--- src/rtl/hist_readout_pkg.sv ---
// Shared types and constants for the histogram readout chain.
// FSM encoding, default sync header bytes and the frame-size formula.
package hist_readout_pkg;

    localparam int         LENGTH_ADDR_DEFAULT = 10;
    localparam logic [7:0] SYNC0_DEFAULT       = 8'hA5;
    localparam logic [7:0] SYNC1_DEFAULT       = 8'h5A;

    // Header (2) + two bytes per bin + checksum (2).
    function automatic int frame_bytes(input int length_addr);
        return 4 + 2 * (2 ** length_addr);
    endfunction

    localparam int FRAME_BYTES = frame_bytes(LENGTH_ADDR_DEFAULT);

    typedef enum logic [3:0] {
        ST_IDLE,
        ST_SYNC_A,
        ST_SYNC_B,
        ST_FETCH,
        ST_WAIT_RAM,
        ST_SEND_HI,
        ST_SEND_LO,
        ST_CKS_HI,
        ST_CKS_LO,
        ST_DONE
    } state_t;

endpackage

--- src/rtl/sync_edge.sv ---
// Two-flop synchronizer for an asynchronous level, followed by a
// rising-edge detector that produces a single-cycle pulse.
module sync_edge (
    input  logic clk,
    input  logic rst,
    input  logic din,
    output logic pulse
);

    logic meta_reg;
    logic sync_reg;
    logic prev_reg;

    always_ff @(posedge clk or negedge rst) begin
        if (!rst) begin
            meta_reg <= 1'b0;
            sync_reg <= 1'b0;
            prev_reg <= 1'b0;
        end else begin
            meta_reg <= din;
            sync_reg <= meta_reg;
            prev_reg <= sync_reg;
        end
    end

    assign pulse = sync_reg & ~prev_reg;

endmodule

--- src/rtl/hist_frame_reader.sv ---
// Sweeps the histogram RAM and streams it to a byte UART as
// SYNC0, SYNC1, bins (high byte first), 16-bit checksum.
module hist_frame_reader
    import hist_readout_pkg::*;
#(
    parameter int         WIDTH_DATA  = 16,
    parameter int         LENGTH_ADDR = LENGTH_ADDR_DEFAULT,
    parameter logic [7:0] SYNC0       = SYNC0_DEFAULT,
    parameter logic [7:0] SYNC1       = SYNC1_DEFAULT
) (
    input  logic                   clk,
    input  logic                   rst,
    input  logic                   start,
    input  logic [WIDTH_DATA-1:0]  ram_data,
    output logic [LENGTH_ADDR-1:0] ram_addr,
    output logic [7:0]             byte_data,
    output logic                   byte_valid,
    input  logic                   byte_ready,
    output logic                   busy,
    output logic                   hist_freeze,
    output logic                   done
);

    localparam logic [LENGTH_ADDR-1:0] LAST_ADDR = '1;

    state_t                  state_reg, state_next;
    logic [LENGTH_ADDR-1:0]  addr_reg, addr_next;
    logic [WIDTH_DATA-1:0]   word_reg, word_next;
    logic [WIDTH_DATA-1:0]   cks_reg, cks_next;
    logic                    start_pulse;

    sync_edge u_start_sync (
        .clk   (clk),
        .rst   (rst),
        .din   (start),
        .pulse (start_pulse)
    );

    always_ff @(posedge clk or negedge rst) begin
        if (!rst) begin
            state_reg <= ST_IDLE;
            addr_reg  <= '0;
            word_reg  <= '0;
            cks_reg   <= '0;
        end else begin
            state_reg <= state_next;
            addr_reg  <= addr_next;
            word_reg  <= word_next;
            cks_reg   <= cks_next;
        end
    end

    // Outputs are decoded from registered state only, so an async reset
    // clears them immediately. Byte states advance on byte_ready because
    // byte_valid is always high in those states.
    always_comb begin
        state_next = state_reg;
        addr_next  = addr_reg;
        word_next  = word_reg;
        cks_next   = cks_reg;
        ram_addr   = addr_reg;
        byte_data  = 8'h00;
        byte_valid = 1'b0;
        busy       = 1'b1;
        done       = 1'b0;
        case (state_reg)
            ST_IDLE: begin
                busy = 1'b0;
                if (start_pulse) begin
                    cks_next   = '0;
                    state_next = ST_SYNC_A;
                end
            end
            ST_SYNC_A: begin
                byte_data  = SYNC0;
                byte_valid = 1'b1;
                if (byte_ready) state_next = ST_SYNC_B;
            end
            ST_SYNC_B: begin
                byte_data  = SYNC1;
                byte_valid = 1'b1;
                if (byte_ready) begin
                    addr_next  = '0;
                    state_next = ST_FETCH;
                end
            end
            ST_FETCH: state_next = ST_WAIT_RAM;
            ST_WAIT_RAM: begin
                word_next  = ram_data;
                cks_next   = cks_reg + ram_data;
                state_next = ST_SEND_HI;
            end
            ST_SEND_HI: begin
                byte_data  = word_reg[15:8];
                byte_valid = 1'b1;
                if (byte_ready) state_next = ST_SEND_LO;
            end
            ST_SEND_LO: begin
                byte_data  = word_reg[7:0];
                byte_valid = 1'b1;
                if (byte_ready) begin
                    if (addr_reg == LAST_ADDR) begin
                        state_next = ST_CKS_HI;
                    end else begin
                        addr_next  = addr_reg + 1'b1;
                        state_next = ST_FETCH;
                    end
                end
            end
            ST_CKS_HI: begin
                byte_data  = cks_reg[15:8];
                byte_valid = 1'b1;
                if (byte_ready) state_next = ST_CKS_LO;
            end
            ST_CKS_LO: begin
                byte_data  = cks_reg[7:0];
                byte_valid = 1'b1;
                if (byte_ready) state_next = ST_DONE;
            end
            ST_DONE: begin
                done       = 1'b1;
                addr_next  = '0;
                state_next = ST_IDLE;
            end
            default: begin
                busy       = 1'b0;
                state_next = ST_IDLE;
            end
        endcase
    end

    assign hist_freeze = busy;

endmodule

--- config.mk ---
export PLATFORM = sky130hd
export DESIGN_NAME = hist_frame_reader
export DESIGN_NICKNAME = d
export VERILOG_FILES = /design/src/rtl/hist_readout_pkg.sv /design/src/rtl/sync_edge.sv /design/src/rtl/hist_frame_reader.sv
export SDC_FILE = /design/constraint.sdc
export NUM_CORES = 1
export LEC_CHECK = 0
export BUFFER_PORTS_ARGS = -buffer_cell sky130_fd_sc_hd__buf_2
export CAP_MARGIN = 40
export CORE_MARGIN = 2
export CORE_UTILIZATION = 62
export CTS_CLUSTER_SIZE = 30
export DETAILED_ROUTE_END_ITERATION = 6
export PLACE_DENSITY_LB_ADDON = 0.1
export SLEW_MARGIN = 0
export SYNTH_ARGS = -nofsm -noshare
export SYNTH_HDL_FRONTEND = slang
export SYNTH_HIERARCHICAL = 1
export SYNTH_SLANG_ARGS = --single-unit
--- constraint.sdc ---
create_clock -name clk -period 3.7 [get_ports clk]
set_input_delay 0.74 -clock clk [delete_from_list [all_inputs] [get_ports clk]]
set_output_delay 0.74 -clock clk [all_outputs]
set_load 0.01 [all_outputs]
==> results of run 1 <==
## worst max-delay path by stage
stage | slack, ns | from | endpoint | cells after the start
CTS | 0.69 | state_reg[0] | byte_data[0] | 5
finish | 0.63 | state_reg[0] | byte_data[5] | 5
global route | 0.50 | state_reg[0] | byte_data[0] | 5
floorplan | 1.15 | ram_data[0] | cks_reg[14] | 9
global placement | 0.91 | ram_data[0] | cks_reg[14] | 10
detailed placement | 0.89 | ram_data[0] | cks_reg[14] | 10
## power groups by stage
stage          clock network [mW]  registers (mW)  logic, mW
2_1_floorplan                   0           0.813       1.05
3_3_place_gp                    0           0.932       1.24
3_5_place_dp                    0           0.940       1.28
4_1_cts                     0.412           0.930       1.29
5_1_grt                     0.432           0.959       1.45
6_report                    0.400           0.938       1.30
## critical path: stages, from the launching register on
cell and delay, ns:
dfrtp_1 0.85, nand2b_1 0.21, nor2_1 0.51, a22oi_1 0.13, o21ai_0 0.15, buf_2 0.18
## synthesized netlist by cell type, types with 2 or more instances
cell type  instances  share of area (%)
dfrtp_1           49                 39
o21ai_0           35                5.6
nand2_1           26                3.1
a21oi_1           20                3.2
mux2_2            20                7.1
ha_1              16                6.3
nor2_1            15                1.8
clkbuf_1          13                1.5
inv_1             12                1.4
a22o_1            11                3.1
nand2b_1          10                2.0
a22oi_1            8                1.9
a31oi_1            8                1.6
o31ai_1            8                1.9
o211ai_1           7                1.7
buf_2              6               0.95
nand3_1            5               0.79
xnor2_1            5                1.4
and3_1             4               0.79
nor2b_1            4               0.79
o21a_1             4               0.95
o21ai_1            4               0.63
a211oi_1           3               0.71
a32o_1             3               0.95
mux2i_1            3               0.95
or3_1              3               0.60
xor2_1             3               0.83
a21o_1             2               0.48
nor2b_4            2               0.87
nor3_1             2               0.32
## cell families after synthesis
logic type / Yosys count / synth area share [%]
AND/OR/NAND/NOR: 80 / 13.4
flip-flops: 49 / 38.9
AO/OA/AOI/OAI: 125 / 26.1
XOR/XNOR: 8 / 2.22
adder cells (fa/ha/maj): 17 / 6.98
multiplexers: 23 / 8.09
buffers and inverters: 33 / 4.28
## through the flow
stage	area, um^2	hold slack (ns)
after detailed placement	3400	0.341
after global placement	3400	0.334
after CTS	3520	0.361
after global routing	3520	0.369
final	3520	0.355
after floorplan	3150	0.331
## routing by layer
layer  share of wire (%)  up-vias  global-route usage (%)  wire length [um]
met5                   0        -                       0                 0
met4                 2.0        0                    9.16               145
met1                  47     1296                    40.7              3460
met3                 5.0       18                    5.16               373
li1                    -     1305                       -                 -
met2                  46      103                    42.2              3430
## area by class of cell
cell class | count | area (um^2)
clock inverters | 1 | 30.0
inverters | 12 | 45.0
flip-flops and latches | 49 | 1230
repair buffers | 47 | 250
multi-input cells | 253 | 1800
fillers | 379 | 1300
well taps | 67 | 83.8
clock buffers | 7 | 86.3
==> flow_metrics.tcl, run 1 <==
set metrics [dict create \
    yosys.cell_types.count 54 \
    netlist_area_mm2 0.00315 \
    syn_to_final_growth_pct 11.6 \
    final_common_cell "dfrtp_1" \
    power_frac_seq_pct 35.5 \
    grtUsageTotal_pct 27.9 \
    antenna_found_initial 0 \
    fin_util_pct 73.1 \
    drive_gt1_share_pct 22.2 \
    p_sw_mw 1.10 \
    cts_tree "yes" \
    switching_share_pct 41.6 \
    reg2regPathDepth 6 \
    place_ws_ns 0.891 \
    via_per_inst 6.24 \
    relSlewSlack_pct 49.1 \
    port_buffers 41 \
    root_buffer "clkbuf_8" \
    diodes 0 \
    instances_no_fill 436 \
    layout_common_cells "49 x dfrtp_1, 41 x buf_2, 35 x o21ai_0" \
    drc 0 \
    cp_max_fo 23 \
    via_count 2722 \
    min_path_type "flip-flop to flip-flop" \
    io_pins 42 \
    syn_nets 372 \
    core_mm2 0.00482 \
    cp_data_arrival_time_ns 2.33 \
    skew_ns 0.00368 \
    critPathKind "flip-flop to output pin" \
    synth_edf_count 0 \
    drt_iter0_markers 323 \
    cts_hold_buf 0 \
    grt_overflow 0 \
    max_freq_ghz 0.326 \
    tightest_slew_ns 0.763 \
    drv_cap 0 \
    layout.nets 405 \
    die_h_um 75.3 \
    slew_violations 0 \
    peakVddDrop_mv 0.455 \
    grt_pass1_vias 2422 \
    cts_max_path_buffers 2 \
    critPathCaptureType "output pin" \
    hold_path_startpoint "u_start_sync/meta_reg" \
    fin_crit_sh_pct 83.0 \
    ant_nets 0 \
    clockPowerShare_pct 15.2 \
    intPower_mw 1.54 \
    r2r_setup_slack_ns 0.95 \
    yosys_warnings 6 \
    fin_total_pwr_mw 2.64 \
    rows 25 \
    r2r-start "state_reg[0]" \
    setup_viol 0 \
    cts_setup_buffers 0 \
    grt_max_degree 29 \
    cts_sinks 49 \
    tns_ns 0 \
    die-area_mm2 0.00567 \
    setup_ws_ns 0.628 \
    initial_core_util_pct 65.5 \
    cts_resized 0 \
    critPathRequiredTime_ns 2.96 \
    combPwrFrac_pct 49.4 \
    gp_congestion 0.875 \
    cts_htree_levels 2 \
    avgSynthCellArea_um2 9.42 \
    grt_setup_unrepaired "false" \
    grt_first_pass_wirelength_mm 11.9 \
    synth_seq_cells 49 \
    die_x_um 75.3 \
    synth_top_flop_cell "dfrtp_1" \
    power.density_mw_per_mm2 750 \
    hold_path_depth 0 \
    synthCells 335 \
    seq_area_frac_synth_pct 38.9 \
    power_leakage_nw 1.60 \
    clkTransAtPathRegs_ns 0.09 \
    cts_buffers 5 \
    wl_mm 7.41 \
    period_minus_slack_ns 3.07 \
    hold-path-endpoint "u_start_sync/sync_reg" \
    post-place-cells 428 \
    wl_per_cell_um 17.0 \
    dpl.hpwl_mm 5.33 \
    clk_latency_ns 0.31 \
    cp-start-kind "flip-flop" \
    synthArstFlopShare_pct 100 \
    status "completed" \
    firstDrtPassIters 5 \
    r2r_end "ram_addr[5]" \
    hold_viol 0 \
]
(Power assumes the default switching activity.)
==> run 2, diff against run 1 <==
- CORE_UTILIZATION: 62 -> 58
- clock period: 3.7 -> 3.1 ns (I/O delays scaled with it)
==> flow_metrics.tcl, run 2 (synthesis gave the netlist of run 1 again) <==
set metrics [dict create \
    tightest_slew_ns 0.631 \
    cts_max_path_buffers 2 \
    place_ws_ns 0.373 \
    relSlewSlack_pct 57.6 \
    instances_no_fill 443 \
    tns_ns 0 \
    setup_ws_ns 0.419 \
    antenna_found_initial 0 \
    power.density_mw_per_mm2 874 \
    min_path_type "input pin to async pin" \
    clkTransAtPathRegs_ns 0.10 \
    die_h_um 77.7 \
    via_count 2711 \
    wl_mm 7.28 \
    setup_viol 0 \
    grt_max_degree 30 \
    p_sw_mw 1.32 \
    port_buffers 41 \
    core_mm2 0.00517 \
    layout_common_cells "49 x dfrtp_1, 41 x buf_2, 35 x o21ai_0" \
    power_leakage_nw 1.60 \
    power_frac_seq_pct 34.0 \
    cp_data_arrival_time_ns 2.06 \
    diodes 0 \
    grt_first_pass_wirelength_mm 12.1 \
    rows 26 \
    drt_iter0_markers 180 \
    cp_cell_sequence "nor3_1 -> buf_4 -> a22oi_1 -> o21ai_0 -> buf_2" \
    gp_congestion 0.890 \
    hold_viol 0 \
    dpl.hpwl_mm 5.38 \
    max_freq_ghz 0.373 \
    grtUsageTotal_pct 25.0 \
    die_x_um 77.7 \
    grt_setup_unrepaired "false" \
    layout.nets 409 \
    status "completed" \
    cp_max_fo 11 \
    peakVddDrop_mv 0.411 \
    cp-start-kind "flip-flop" \
    skew_ns 0.00696 \
    via_per_inst 6.12 \
    grt_use_met1_pct 35.6 \
    fin_crit_sh_pct 86.5 \
    critPathRequiredTime_ns 2.48 \
    grt_pass1_vias 2540 \
    cts_resized 0 \
    fin_util_pct 68.6 \
    drc 0 \
    period_minus_slack_ns 2.68 \
    initial_core_util_pct 61.0 \
    crit_slowest_cell "nor3_1" \
    critPathKind "flip-flop to output pin" \
    cts_buffers 5 \
    drv_cap 0 \
    switching_share_pct 42.7 \
    syn_to_final_growth_pct 12.4 \
    critPathCaptureType "output pin" \
    post-place-cells 435 \
    ant_nets 0 \
    cp.buffers_inverters 2 \
    intPower_mw 1.78 \
    met3_usage_pct 4.65 \
    root_buffer "clkbuf_8" \
    met2_usage_pct 38.8 \
    grt_overflow 0 \
    die-area_mm2 0.00604 \
    final_common_cell "dfrtp_1" \
    io_pins 42 \
    combPwrFrac_pct 53.0 \
    crit_family "simple AND/OR/NAND/NOR gates" \
    grt_busiest_layer "met2" \
    clk_latency_ns 0.31 \
    fin_total_pwr_mw 3.10 \
    cts_sinks 49 \
    firstDrtPassIters 5 \
    wl_per_cell_um 16.4 \
    drive_gt1_share_pct 23.3 \
    clockPowerShare_pct 12.9 \
    n_fill_cell 430 \
    cts_setup_buffers 0 \
    cts_htree_levels 2 \
    cts_tree "yes" \
    slew_violations 0 \
    crit_path_max_incr_delay_ns 0.59 \
    cts_hold_buf 0 \
]
run 2: worst register-to-register path, cell delays in order, from the launching register on:
cell      delay [ns]
dfrtp_1         0.39
ha_1            0.21
inv_1           0.06
fa_1            0.43
nor2b_4         0.15
o211ai_2        0.11
a211oi_1        0.40
o311a_1         0.24
o21ai_0         0.08
a32o_1          0.26
run 2: layout make-up:
class / count / area (um^2) / share of cell area [%]
clock buffer: 5 / 68.8 / 1.94
clock inverter: 3 / 26.3 / 0.741
inverter: 12 / 45.0 / 1.27
multi-input combinational: 253 / 1800 / 50.7
sequential: 49 / 1230 / 34.6
tap: 70 / 87.6 / 2.47
timing repair buffer: 51 / 293 / 8.26
run 2: path summary, 6_finish.rpt:
kind                                       startpoint                    end  slack, ns  depth (start not counted)
worst min register to register  u_start_sync/meta_reg  u_start_sync/sync_reg       0.36                          0
min in group clk                u_start_sync/meta_reg  u_start_sync/sync_reg       0.36                          0
worst max register to register             cks_reg[0]            cks_reg[14]       0.67                          9
worst max-delay path                     state_reg[0]           byte_data[6]       0.42                          5
max in group asynchronous                         rst             cks_reg[8]       2.09                          2
worst min-delay path                              rst            word_reg[9]       0.25                          1
run 2: per-layer routing:
metal / wire length [um] / vias to the layer above
met5: 0 / -
met4: 89 / 0
met3: 479 / 10
met2: 3330 / 97
met1: 3380 / 1284
li1: - / 1320
run 2: per-stage QoR:
step | hold WS (ns) | instance area, um^2
after floorplan | 0.324 | 3150
after global routing | 0.286 | 3550
after CTS | 0.275 | 3550
after global placement | 0.332 | 3450
final | 0.253 | 3550
after detailed placement | 0.336 | 3450
run 2: power by group through the flow:
| stage | clock network [mW] | registers, mW | logic [mW] |
|---|---|---|---|
| after floorplan | 0 | 0.970 | 1.25 |
| after global placement | 0 | 1.05 | 1.59 |
| after detailed placement | 0 | 1.06 | 1.63 |
| after CTS | 0.411 | 1.05 | 1.64 |
| after global routing | 0.434 | 1.08 | 1.82 |
| final | 0.401 | 1.05 | 1.64 |
